===== config.mk =====
export PLATFORM = sky130hd
export DESIGN_NAME = multicycle_sequencer
export DESIGN_NICKNAME = d
export VERILOG_FILES = /design/src/rtl/multicycle_sequencer.sv
export SDC_FILE = /design/constraint.sdc
export NUM_CORES = 1
export LEC_CHECK = 0
export BUFFER_PORTS_ARGS = -buffer_cell sky130_fd_sc_hd__buf_2
export CORE_ASPECT_RATIO = 1.75
export CORE_MARGIN = 2
export CORE_UTILIZATION = 35
export CTS_BUF_LIST = sky130_fd_sc_hd__clkbuf_8
export CTS_CLUSTER_DIAMETER = 40
export DETAILED_ROUTE_END_ITERATION = 6
export PLACE_DENSITY = 0.66
export SETUP_SLACK_MARGIN = 0.1
export SYNTH_ARGS = -nofsm -noshare
export SYNTH_HDL_FRONTEND = slang
export SYNTH_SLANG_ARGS = --single-unit

===== constraint.sdc =====
create_clock -name clk -period 1.7 [get_ports clk]
set_clock_uncertainty 0.1 [all_clocks]
set_input_delay 0.34 -clock clk [delete_from_list [all_inputs] [get_ports clk]]
set_output_delay 0.34 -clock clk [all_outputs]
set_load 0.05 [all_outputs]

===== src/rtl/multicycle_sequencer.sv =====
// ---------------------------------------------------------------------------
// multicycle_sequencer
//   Multi-cycle control FSM for the 12-bit processor. Owns the PC, latches the
//   instruction word into an internal IR and spreads every instruction over
//   FETCH -> EXEC (-> WB for LOAD), asserting datapath strobes only in
//   EXEC/WB. Provides a start/halt handshake and a saturating count of
//   retired instructions.
//
//   Optional build macro: SEQ_SINGLE_STEP_EN
//     Adds input `step` and a PAUSE state entered after every retired
//     instruction; a `step` pulse resumes with the next FETCH.
//
// Ports
//   clk        in   system clock, rising edge
//   reset      in   asynchronous active-low reset
//   start      in   begin execution from IDLE or HALTED (ignored while busy)
//   step       in   (SEQ_SINGLE_STEP_EN only) leave PAUSE for the next FETCH
//   inst       in   instruction word read combinationally at `pc`
//   pc         out  instruction address
//   RF_we      out  register file write enable
//   M_we       out  data memory write enable
//   M_re       out  data memory read enable
//   D_re       out  display register load enable
//   rwSRC      out  register write source (0 = ALU, 1 = memory)
//   ALU_opcode out  ALU operation, 0 outside EXEC
//   r1, r2, rw out  register addresses decoded from IR
//   c1         out  data memory address decoded from IR
//   busy       out  high in FETCH/EXEC/WB
//   halted     out  high in HALTED
//   retired    out  completed-instruction count, saturating
// ---------------------------------------------------------------------------
module multicycle_sequencer #(
    parameter int PC_W  = 3,
    parameter int CNT_W = 8
) (
    input  logic             clk,
    input  logic             reset,
    input  logic             start,
`ifdef SEQ_SINGLE_STEP_EN
    input  logic             step,
`endif
    input  logic [11:0]      inst,
    output logic [PC_W-1:0]  pc,
    output logic             RF_we,
    output logic             M_we,
    output logic             M_re,
    output logic             D_re,
    output logic             rwSRC,
    output logic [2:0]       ALU_opcode,
    output logic [2:0]       r1,
    output logic [2:0]       r2,
    output logic [2:0]       rw,
    output logic [3:0]       c1,
    output logic             busy,
    output logic             halted,
    output logic [CNT_W-1:0] retired
);

    localparam logic [2:0] OP_STORE   = 3'b000;
    localparam logic [2:0] OP_LOAD    = 3'b001;
    localparam logic [2:0] OP_ADD     = 3'b010;
    localparam logic [2:0] OP_SUB     = 3'b011;
    localparam logic [2:0] OP_AND     = 3'b100;
    localparam logic [2:0] OP_OR      = 3'b101;
    localparam logic [2:0] OP_DISPLAY = 3'b110;
    localparam logic [2:0] OP_HALT    = 3'b111;

    typedef enum logic [2:0] {
        S_IDLE   = 3'd0,
        S_FETCH  = 3'd1,
        S_EXEC   = 3'd2,
        S_WB     = 3'd3,
        S_HALTED = 3'd4
`ifdef SEQ_SINGLE_STEP_EN
        ,
        S_PAUSE  = 3'd5
`endif
    } state_e;

    // State that follows a retired instruction.
`ifdef SEQ_SINGLE_STEP_EN
    localparam state_e RETIRE_NEXT = S_PAUSE;
`else
    localparam state_e RETIRE_NEXT = S_FETCH;
`endif

    state_e           state_q, state_d;
    logic [PC_W-1:0]  pc_q, pc_d;
    logic [11:0]      ir_q, ir_d;
    logic [CNT_W-1:0] retired_q, retired_d;
    // Set on the first clock edge seen with reset released; a start that
    // arrives together with reset release is therefore not honoured.
    logic             armed_q;
    logic             retire;
    logic [2:0]       opcode;

    assign opcode = ir_q[11:9];

    // NOTE: state registers use non-blocking assignments and reset
    // asynchronously, so strobes decoded from state_q fall the moment reset
    // asserts, even in the middle of an instruction.
    always_ff @(posedge clk or negedge reset) begin
        if (!reset) begin
            state_q   <= S_IDLE;
            pc_q      <= '0;
            ir_q      <= '0;
            retired_q <= '0;
            armed_q   <= 1'b0;
        end else begin
            state_q   <= state_d;
            pc_q      <= pc_d;
            ir_q      <= ir_d;
            retired_q <= retired_d;
            armed_q   <= 1'b1;
        end
    end

    always_comb begin
        // NOTE: every signal written here gets a default first so that no
        // path through the case statement can infer a latch.
        state_d    = state_q;
        pc_d       = pc_q;
        ir_d       = ir_q;
        retired_d  = retired_q;
        retire     = 1'b0;
        RF_we      = 1'b0;
        M_we       = 1'b0;
        M_re       = 1'b0;
        D_re       = 1'b0;
        rwSRC      = 1'b0;
        ALU_opcode = 3'b000;

        case (state_q)
            S_IDLE: begin
                if (start && armed_q) state_d = S_FETCH;
            end
            S_FETCH: begin
                ir_d    = inst;
                // HALT is recognised straight from the fetched word and never
                // reaches EXEC, so it is not counted as retired.
                state_d = (inst[11:9] == OP_HALT) ? S_HALTED : S_EXEC;
            end
            S_EXEC: begin
                case (opcode)
                    OP_STORE:   M_we = 1'b1;
                    OP_LOAD:    M_re = 1'b1;
                    OP_ADD, OP_SUB, OP_AND, OP_OR: begin
                        RF_we      = 1'b1;
                        ALU_opcode = opcode;
                    end
                    OP_DISPLAY: D_re = 1'b1;
                    default:    ;
                endcase
                if (opcode == OP_LOAD) state_d = S_WB;
                else                   retire  = 1'b1;
            end
            S_WB: begin
                // Memory read is held through WB so the read data is stable
                // while the register file captures it.
                M_re   = 1'b1;
                RF_we  = 1'b1;
                rwSRC  = 1'b1;
                retire = 1'b1;
            end
            S_HALTED: begin
                if (start && armed_q) begin
                    pc_d      = '0;
                    retired_d = '0;
                    state_d   = S_FETCH;
                end
            end
`ifdef SEQ_SINGLE_STEP_EN
            S_PAUSE: begin
                if (step) state_d = S_FETCH;
            end
`endif
            default: state_d = S_IDLE;
        endcase

        if (retire) begin
            pc_d      = pc_q + 1'b1;   // wraps silently at the top of memory
            retired_d = (retired_q == '1) ? retired_q : retired_q + 1'b1;
            state_d   = RETIRE_NEXT;
        end
    end

    // Register fields are decoded continuously from IR; STORE/DISPLAY read
    // their source from the low field and LOAD writes the register named there.
    assign rw = (opcode == OP_LOAD) ? ir_q[2:0] : ir_q[8:6];
    assign r1 = (opcode == OP_STORE || opcode == OP_DISPLAY) ? ir_q[2:0] : ir_q[5:3];
    assign r2 = ir_q[2:0];
    assign c1 = ir_q[7:4];

    assign pc      = pc_q;
    assign retired = retired_q;
    assign busy    = (state_q == S_FETCH) || (state_q == S_EXEC) || (state_q == S_WB);
    assign halted  = (state_q == S_HALTED);

endmodule


Yosys cells after proc, flatten, opt, wreduce, memory -nomap -nowiden
Index checks and enable logic that the tools add are counted.
{"block": "word_totals", "register_bits": 27, "in_bits": 15}
{"block": "op_classes", "add_sub_neg": 2, "eq_ne": 16, "n_mux": 27, "reduce_logical": 13}
{"operator": "2-to-1 mux 3 bit", "n": 11}
{"operator": "2-to-1 mux 8 bit", "n": 4}
{"operator": "equality test 3 bit (second input constant)", "n": 5}
{"operator": "equality test 3 x 2 -> 1 bit (second input constant)", "n": 4}
{"operator": "one-hot mux 3 bit (4 select lines)", "n": 1}
{"operator": "adder 8 x 1 -> 8 bit (second input constant)", "n": 1}
{"operator": "equality test 8 bit (second input constant)", "n": 1}
{"operator": "2-to-1 mux 1 bit", "n": 8}
{"operator": "equality test 3 x 1 -> 1 bit (second input constant)", "n": 2}
{"operator": "zero test 3 bit", "n": 2}
{"operator": "one-hot mux 1 bit (2 select lines)", "n": 3}
{"operator": "AND reduction 3 bit", "n": 2}
{"operator": "inequality test 2 bit (second input constant)", "n": 2}
{"operator": "nonzero test 2 bit", "n": 2}
{"operator": "OR reduction 4 bit", "n": 1}
{"operator": "adder 3 x 1 -> 3 bit (second input constant)", "n": 1}
{"operator": "logical OR 1 bit", "n": 3}
{"operator": "inequality test 3 x 1 -> 1 bit (second input constant)", "n": 1}
{"operator": "inequality test 3 bit (second input constant)", "n": 1}
{"operator": "AND reduction 2 bit", "n": 1}
{"operator": "OR reduction 2 bit", "n": 1}
{"operator": "logical AND 1 bit", "n": 1}

Longest topological paths before layout
Gate-level depths: netlist (run 1).
{"block": "logic_depth", "word_depth": 5, "mapped_depth": 5, "ltp_nobuf": 5}

Least setup slack after synthesis (run 1)
No wires, ideal clock.
{"block": "synth_path", "path_kind": "reg2out", "start": "register state_q[2]", "end": "output port M_we", "arrival_ns": 2.372, "t_required_ns": 1.260, "setup_slack_ns": -1.112, "stages_incl_launch_ff": 5, "path_buffers": 1, "cell_sequence": "dfrtp_1 > nand2b_1 > buf_2 > nand2b_1 > nor4_1"}
{"block": "synth_between", "elab_chain_cells": 2}
{"element": "start: declaration", "line_no": "87", "text": "state_e state_q, state_d;"}
{"element": "start signal: assignment", "line_no": "110", "text": "state_q <= state_d;"}
{"element": "equality test 3 x 2 -> 1 bit", "line_no": "133", "text": "case (state_q)"}
{"element": "2-to-1 mux 1 bit", "line_no": "133"}
{"element": "end: declaration", "line_no": "45", "text": "output logic M_we,"}
No other way between the ends.

Final worst setup path (run 1)
{"block": "layout_path", "start": "register ir_q[11]", "end": "output port r1[0]"}
{"block": "layout_between", "elab_chain_cells": 3, "word_cells_on_any_way": 4, "cone_classes": "eq/ne: 1; mux: 1; reduce/logical: 2"}
{"element": "start: declaration", "line_no": "89", "text": "logic [11:0] ir_q, ir_d;"}
{"element": "start signal: assignment", "line_no": "112", "text": "ir_q <= ir_d;"}
{"element": "equality test 3 bit or zero test 3 bit (tied branches)", "line_no": "190", "text": "assign r1 = (opcode == OP_STORE || opcode == OP_DISPLAY) ? ir_q[2:0] : ir_q[5:3];"}
{"element": "logical OR 1 bit (*)", "line_no": "190"}
{"element": "2-to-1 mux 3 bit (*)", "line_no": "190"}
{"element": "end: declaration", "line_no": "50", "text": "output logic [2:0] r1,"}
Every way passes the cells marked *; elsewhere a longest branch is shown, timed or not.

==> impl_summary.txt, run 1 <==
----------------------------------------------------
[Critical path]
  Critical Path Start Type ... flip-flop
  Critical path peak fanout ... 3
  Ordered list of cells on the worst path ... xor2_2 > nor2_4 > mux2_4 > buf_8
  Crit path buffers/inverters ... 1
  Crit-path leading delay family ... flip-flops
  Crit path kind ... flip-flop to output port
  Data required time at the worst endpoint ... 1260 ps
  Slowest library cell on the worst path ... dfrtp_1
  Kind of end point of the critical path ... output port
  Arr. time, crit path ... 1530 ps
  Largest stage delay on the critical path ... about 420 ps

[STA]
  Share of the clock period used by the worst path ... 1.16
  Min Tclk post-route ... about 2000 ps
  Hold Violations, Final ... 0
  Slew at the pin with the worst max-slew slack ... 617 ps
  FMAX ... approximately 510 MHz
  Post-route setup slack ... -267 ps
  Endpoints failing setup ... 17
  Unrepaired setup endpoints after global routing ... true
  Worst slew slack as a fraction of its limit ... 0.588
  Pins over their slew limit ... 0

[Routing]
  Wire per inst ... 15.4 um
  Via total after detailed routing ... approximately 1300
  DRC viols ... 0
  First-pass detailed-route iteration total ... 4
  Number of DRC markers after the initial detailed-route iteration ... 14
  Routed wire length ... 3.87 mm
  Number of vias per cell after detailed routing ... 5.14
  Remaining number of nets flagged by the antenna check after routing ... 0

[Layout]
  Most common cell after layout, fill and taps aside ... buf_2
  Ratio of cells with drive above 1 in the final layout ... 0.714
  Area growth syn-to-layout ... 65.8%
  # diodes ... 0
  Leading cell types in the layout, fill and taps excluded ... 34 x buf_2, 22 x buf_6, 16 x dfrtp_1
  Area of all placed cells without fillers ... ~0.0024 mm2
  Post-layout net count ... around 220

[Clocking]
  Clock transition at the register clock pins on the worst setup and hold paths after CTS ... 90 ps
  Longest Clk Path Bufs ... 2
  Worst-skew pair later-pin latency ... 270 ps
  TritonCTS clock tree ... yes
  TritonCTS Buffers ... 3
  Clock Sink Count ... 27
  Number of H-tree levels ... 1
  Root cell of the clock tree ... clkbuf_8

[Yosys]
  Per-instance average area after synthesis ... 10.8 um2
  Top post-synthesis cells by area ... dfrtp_1 47%, mux2_2 14%, buf_4 4.2%
  Area of the mapped netlist ... 0.00145 mm2
  Top cell type by total area after synthesis ... dfrtp_1
  Post-synthesis cell count ... 134
  FFs w/ async S/R, synth ... 1.00
  Seq/Total Area, Yosys ... 0.467
  Number of flip-flops and latches in the synthesized netlist ... 27
  Top FF cell, synth ... dfrtp_1
  Netlist cell types ... 38
  Synth warn ... 0
  Total nets after synthesis ... roughly 150
  Fraction of post-synthesis cell area in the top cell type by area ... 0.467
  Count of flip-flops with a built-in enable after synthesis ... 0

[Floorplanning]
  Count of standard-cell rows ... 31
  Die span in y ... 89.0 um
  Starting utilization of the core area ... 0.359
  Width of the chip ... 52.6 um
  IO Count ... 49
  Die Footprint ... 0.00468 mm2
  Placeable Area ... 0.00403 mm2

[Placed design]
  Post-detail-place hpwl ... roughly 2.5 mm
  Routability congestion estimate from global placement ... 0.784
  Count of buffers from port buffering ... 48
  Post-placement cell area ... 0.00192 mm2

[Global route]
  First-pass GRT wire length ... just under 6 mm
  Overall overflow remaining after global route ... 0
  Antenna violations before repair ... 0
  Largest net degree at the start of global routing ... 28
  Via count of the first global-routing pass ... about 1300
  Global-route usage over all layers ... 0.170

[Outcome]
  Failing checks ... negative setup slack
  Result of the run ... finished with violations

[Min path]
  Worst min-delay path category ... input port to flip-flop

[Job]
  Max-capacitance violation count ... 0

----------------------------------------------------
[state kept, by name, summed over array words and instances, names as in the netlist]
name     cells
armed_q      1
ir_q        12
pc           3
retired      8
state_q      3
[repair_timing]
action	4_1_cts	5_1_grt
pin swaps	12	8
hold buffers	1	0
setup buffers	9	2
endpoints found under the hold margin	27	0
cloned	1	0
endpoints found under the setup margin	39	40
resized for setup	62	29
[final timing paths]
| check | startpoint | end | slack [ps] | depth (start not counted) |
|---|---|---|---|---|
| worst min register to register | ir_q[8] | ir_q[8] | 420 | 1 |
| max in group asynchronous | reset | state_q[0] | 560 | 2 |
| worst min-delay path | inst[5] | ir_q[5] | 200 | 2 |
| min in group asynchronous | reset | retired[0] | 500 | 2 |
| worst max-delay path | ir_q[11] | r1[0] | -270 | 4 |
| worst max register to register | ir_q[9] | retired[6] | -50 | 7 |
[synthesized netlist by cell type (2+ instances only)]
cell	number
inv_1	5
mux2i_1	2
a21oi_1	2
buf_4	8
nand2_1	9
nand2b_1	2
nand4_1	3
dfrtp_1	27
nand3_1	2
buf_2	3
ha_1	2
a211oi_1	3
nor3_2	2
nor3_1	4
o21ai_1	2
nor2_1	13
nor4_1	3
mux2_2	18
nor3b_1	4
or2_2	2
[layout make-up]
class                   count  area [um2]
multi-input cells          91         978
clock buffers               3        41.3
clock inverters             1        5.00
repair buffers             76         601
fillers                   347        1640
flip-flops and latches     27         689
inverters                   5        22.5
well taps                  49        61.3
[stage by stage]
step	hold slack [ps]	util	instances	setup TNS, ps	setup WS, ps
after detailed placement	292	0.475	236	-332	-91.9
after global routing	188	0.595	252	-4090	-322
after global placement	279	0.475	236	-235	-75.6
final	198	0.595	252	-2650	-267
after floorplan	-55.6	-	134	-842	-287
after CTS	187	0.565	251	-2670	-271
[cells by family after synthesis]
kind of cell | share of synthesized area
compound gates | 0.0900
xor+xnor | 0.00606
fa+ha+maj | 0.0173
buf+inv | 0.0649
flops | 0.467
mux | 0.154
other cells | 0.00259
simple gates | 0.198
[routing by layer]
layer	up-vias	global-route usage	part of all wire
met5	-	0	0
met4	0	0.0746	0.014
met3	6	0.0100	0.025
met2	33	0.307	0.57
met1	646	0.202	0.39
li1	610	-	-
[worst register-to-register path, delay by kind of cell (launching register included)]
kind	cells	cell delay, ps
and+or+nand+nor	2	320
DFF	1	480
buffers and inverters	3	420
AOI/OAI and AO/OA	2	320
Power of run 1 is not shown: default switching activity piles up to over one toggle a cycle in this logic, so the estimate is an artifact.
==> run 2: changes to the inputs <==
==> constraint.sdc (replaced) <==
create_clock -name clk -period 1.7 [get_ports clk]
set_clock_uncertainty 0.1 [all_clocks]
set_input_delay 0.17 -clock clk [delete_from_list [all_inputs] [get_ports clk]]
set_output_delay 0.17 -clock clk [all_outputs]
set_load 0.05 [all_outputs]
==> run 2 against run 1 <==
Compared with the run above:
- the run still ends with negative setup slack left
- largest cell class unchanged
- die area is the same
- utilization shrank 0.68 points
- wire length shrank 0.65%
- non-clock buffer count shrank 2
- global-route usage grew 0.37 points
- worst setup slack gained 140 ps
- worst hold slack lost 180 ps
- sequential share of layout area grew 0.33 points
- via count shrank 0.62%
- critical path type unchanged
==> impl_summary.txt, run 2 (synthesis results as in run 1) <==
----------------------------------------------------
[Floorplanning]
  Die Footprint ... 0.00468 mm2 (unchanged)
  Placeable Area ... 0.00403 mm2 (unchanged)
  Starting utilization of the core area ... 0.359 (unchanged)
  IO Count ... 49 (unchanged)
  Width of the chip ... 52.6 um (unchanged)
  Count of standard-cell rows ... 31 (unchanged)
  Die span in y ... 89.0 um (unchanged)

[Clocking]
  Clock Sink Count ... 27 (unchanged)
  Clock transition at the register clock pins on the worst setup and hold paths after CTS ... 90 ps (about the same)
  Longest Clk Path Bufs ... 2 (unchanged)
  TritonCTS Buffers ... 3 (unchanged)
  TritonCTS clock tree ... yes
  Number of H-tree levels ... 1 (unchanged)
  Worst-skew pair later-pin latency ... 270 ps (about the same)
  Root cell of the clock tree ... clkbuf_8

[Global route]
  First-pass GRT wire length ... 6.18 mm (+3.8%)
  GRT met2 Usage ... 0.305 (-0.00227)
  Antenna violations before repair ... 0 (unchanged)
  Overall overflow remaining after global route ... 0 (unchanged)
  Largest net degree at the start of global routing ... 28 (unchanged)
  Met3 track demand over resource ... 0.0217 (+0.0117)
  Via count of the first global-routing pass ... 1370 (+5.2%)
  Met1 usage in global routing ... 0.205 (+0.00325)
  Global-route usage over all layers ... 0.173 (+0.00372)
  Busiest grt layer ... met2

[Routing]
  DRC viols ... 0 (unchanged)
  Wire per inst ... 15.4 um (+0.15%)
  First-pass detailed-route iteration total ... 4 (unchanged)
  Number of DRC markers after the initial detailed-route iteration ... 14 (unchanged)
  Remaining number of nets flagged by the antenna check after routing ... 0 (unchanged)
  Routed wire length ... 3.85 mm (-0.65%)
  Number of vias per cell after detailed routing ... 5.15 (+0.18%)
  Via total after detailed routing ... 1287 (-0.62%)

[Layout]
  Register containing the most flip-flops in the final layout ... ir_q
  Most common cell after layout, fill and taps aside ... buf_2
  Area of all sequential standard cells ... 689 um2 (unchanged)
  Post-layout net count ... 219 (-0.90%)
  Area growth syn-to-layout ... 63.9%
  # diodes ... 0 (unchanged)
  Number of filler cells placed in the layout ... 341 (-1.7%)
  Area of combinational cells with multiple inputs ... 963 um2 (-1.5%)
  Max FFs per register ... 12 (unchanged)
  Leading cell types in the layout, fill and taps excluded ... 32 x buf_2, 23 x buf_6, 16 x dfrtp_1
  Ratio of cells with drive above 1 in the final layout ... 0.706 (-0.00782)

[Critical path]
  Ordered list of cells on the worst path ... xor2_2 > nor2_4 > mux2_4 > buf_8
  Flop-to-flop setup slack ... -60 ps (about the same)
  Crit path kind ... flip-flop to output port
  Slowest library cell on the worst path ... dfrtp_2
  Arr. time, crit path ... 1560 ps (+30 ps)
  Critical Path Start Type ... flip-flop
  Launch point of the worst reg-to-reg path ... ir_q[11]
  Data required time at the worst endpoint ... 1430 ps (+170 ps)
  Worst flop-to-flop path endpoint ... pc[2]
  Critical path peak fanout ... 3 (unchanged)
  Number of cells on the worst reg-to-reg path ... 8 (+1)
  Kind of end point of the critical path ... output port
  Largest stage delay on the critical path ... 440 ps (+20 ps)

[Min path]
  Worst min-delay path category ... input port to flip-flop
  Worst hold stages ... 2 (unchanged)
  End point of the most critical hold path ... ir_q[8]
  Start point of the worst min-delay path ... inst[8]

[STA]
  Worst slew slack as a fraction of its limit ... 0.595 (+0.00702)
  FMAX ... 548 MHz (+7.7%)
  Slew at the pin with the worst max-slew slack ... 607 ps (-10.5 ps)
  Min Tclk post-route ... 1830 ps (-141 ps)
  Minimum hold slack ... 21.6 ps (-176 ps)
  Post-route setup slack ... -126 ps (+141 ps)
  Endpoints failing setup ... 11 (-6)
  Share of the clock period used by the worst path ... 1.07 (-0.0829)
  Unrepaired setup endpoints after global routing ... true
  Pins over their slew limit ... 0 (unchanged)
  Hold Violations, Final ... 0 (unchanged)
  Total negative setup slack ... -872 ps (+1770 ps)

[Placed design]
  Post-detail-place hpwl ... 2.65 mm (+5.0%)
  Count of buffers from port buffering ... 48 (unchanged)
  Routability congestion estimate from global placement ... 0.775 (-1.1%)

[Outcome]
  Result of the run ... finished with violations
  Failing checks ... negative setup slack

[Job]
  Max-capacitance violation count ... 0 (unchanged)

----------------------------------------------------
[run 2: cell type report]
class                      instances  area share
clock buffer                       3      0.0174
clock inverter                     1     0.00211
inverter                           5      0.0100
multi-input combinational         91       0.406
sequential                        27       0.291
tap                               49      0.0259
timing repair buffer              74       0.247
[run 2: layer usage]
metal,wire length (um),part of all wire
met5,0,0
met4,106,0.028
met3,146,0.038
met2,2150,0.56
met1,1440,0.38
[run 2: worst max-delay path, delay by kind of cell (launching register included)]
| kind | cells | cell delay, ps |
|---|---|---|
| XOR/XNOR | 1 | 200 |
| flip-flops | 1 | 440 |
| multiplexers | 1 | 320 |
| buffers and inverters | 1 | 150 |
| AND/OR/NAND/NOR | 1 | 160 |
[run 2: worst max path at each step]
stage / start / cells past startpoint / slack [ps] / to
5_1_grt: ir_q[10] / 4 / -170 / r1[0]
2_1_floorplan: state_q[2] / 4 / -120 / M_we
3_3_place_gp: ir_q[11] / 4 / 50 / r1[0]
6_report: ir_q[10] / 4 / -130 / r1[0]
4_1_cts: ir_q[11] / 4 / -140 / r1[0]
3_5_place_dp: state_q[0] / 4 / 4 / pc[2]
[run 2: what timing repair did]
item,in CTS,in global routing
setup endpoints to repair,33,31
setup buffers,10,2
gates resized for setup,61,34
hold buffers,1,0
pin swaps,11,15
gates cloned,1,0
endpoints found under the hold margin,27,0
[run 2: per-stage QoR]
stage	area, um2	instances	utilization	worst slack, ps
final	2370	250	0.588	-126
after global routing	2370	250	0.588	-171
after CTS	2220	248	0.550	-137
after detailed placement	1880	232	0.465	3.82
after global placement	1880	232	0.465	46.1
after floorplan	1570	134	-	-117
Power of run 2 is left out for the same reason.
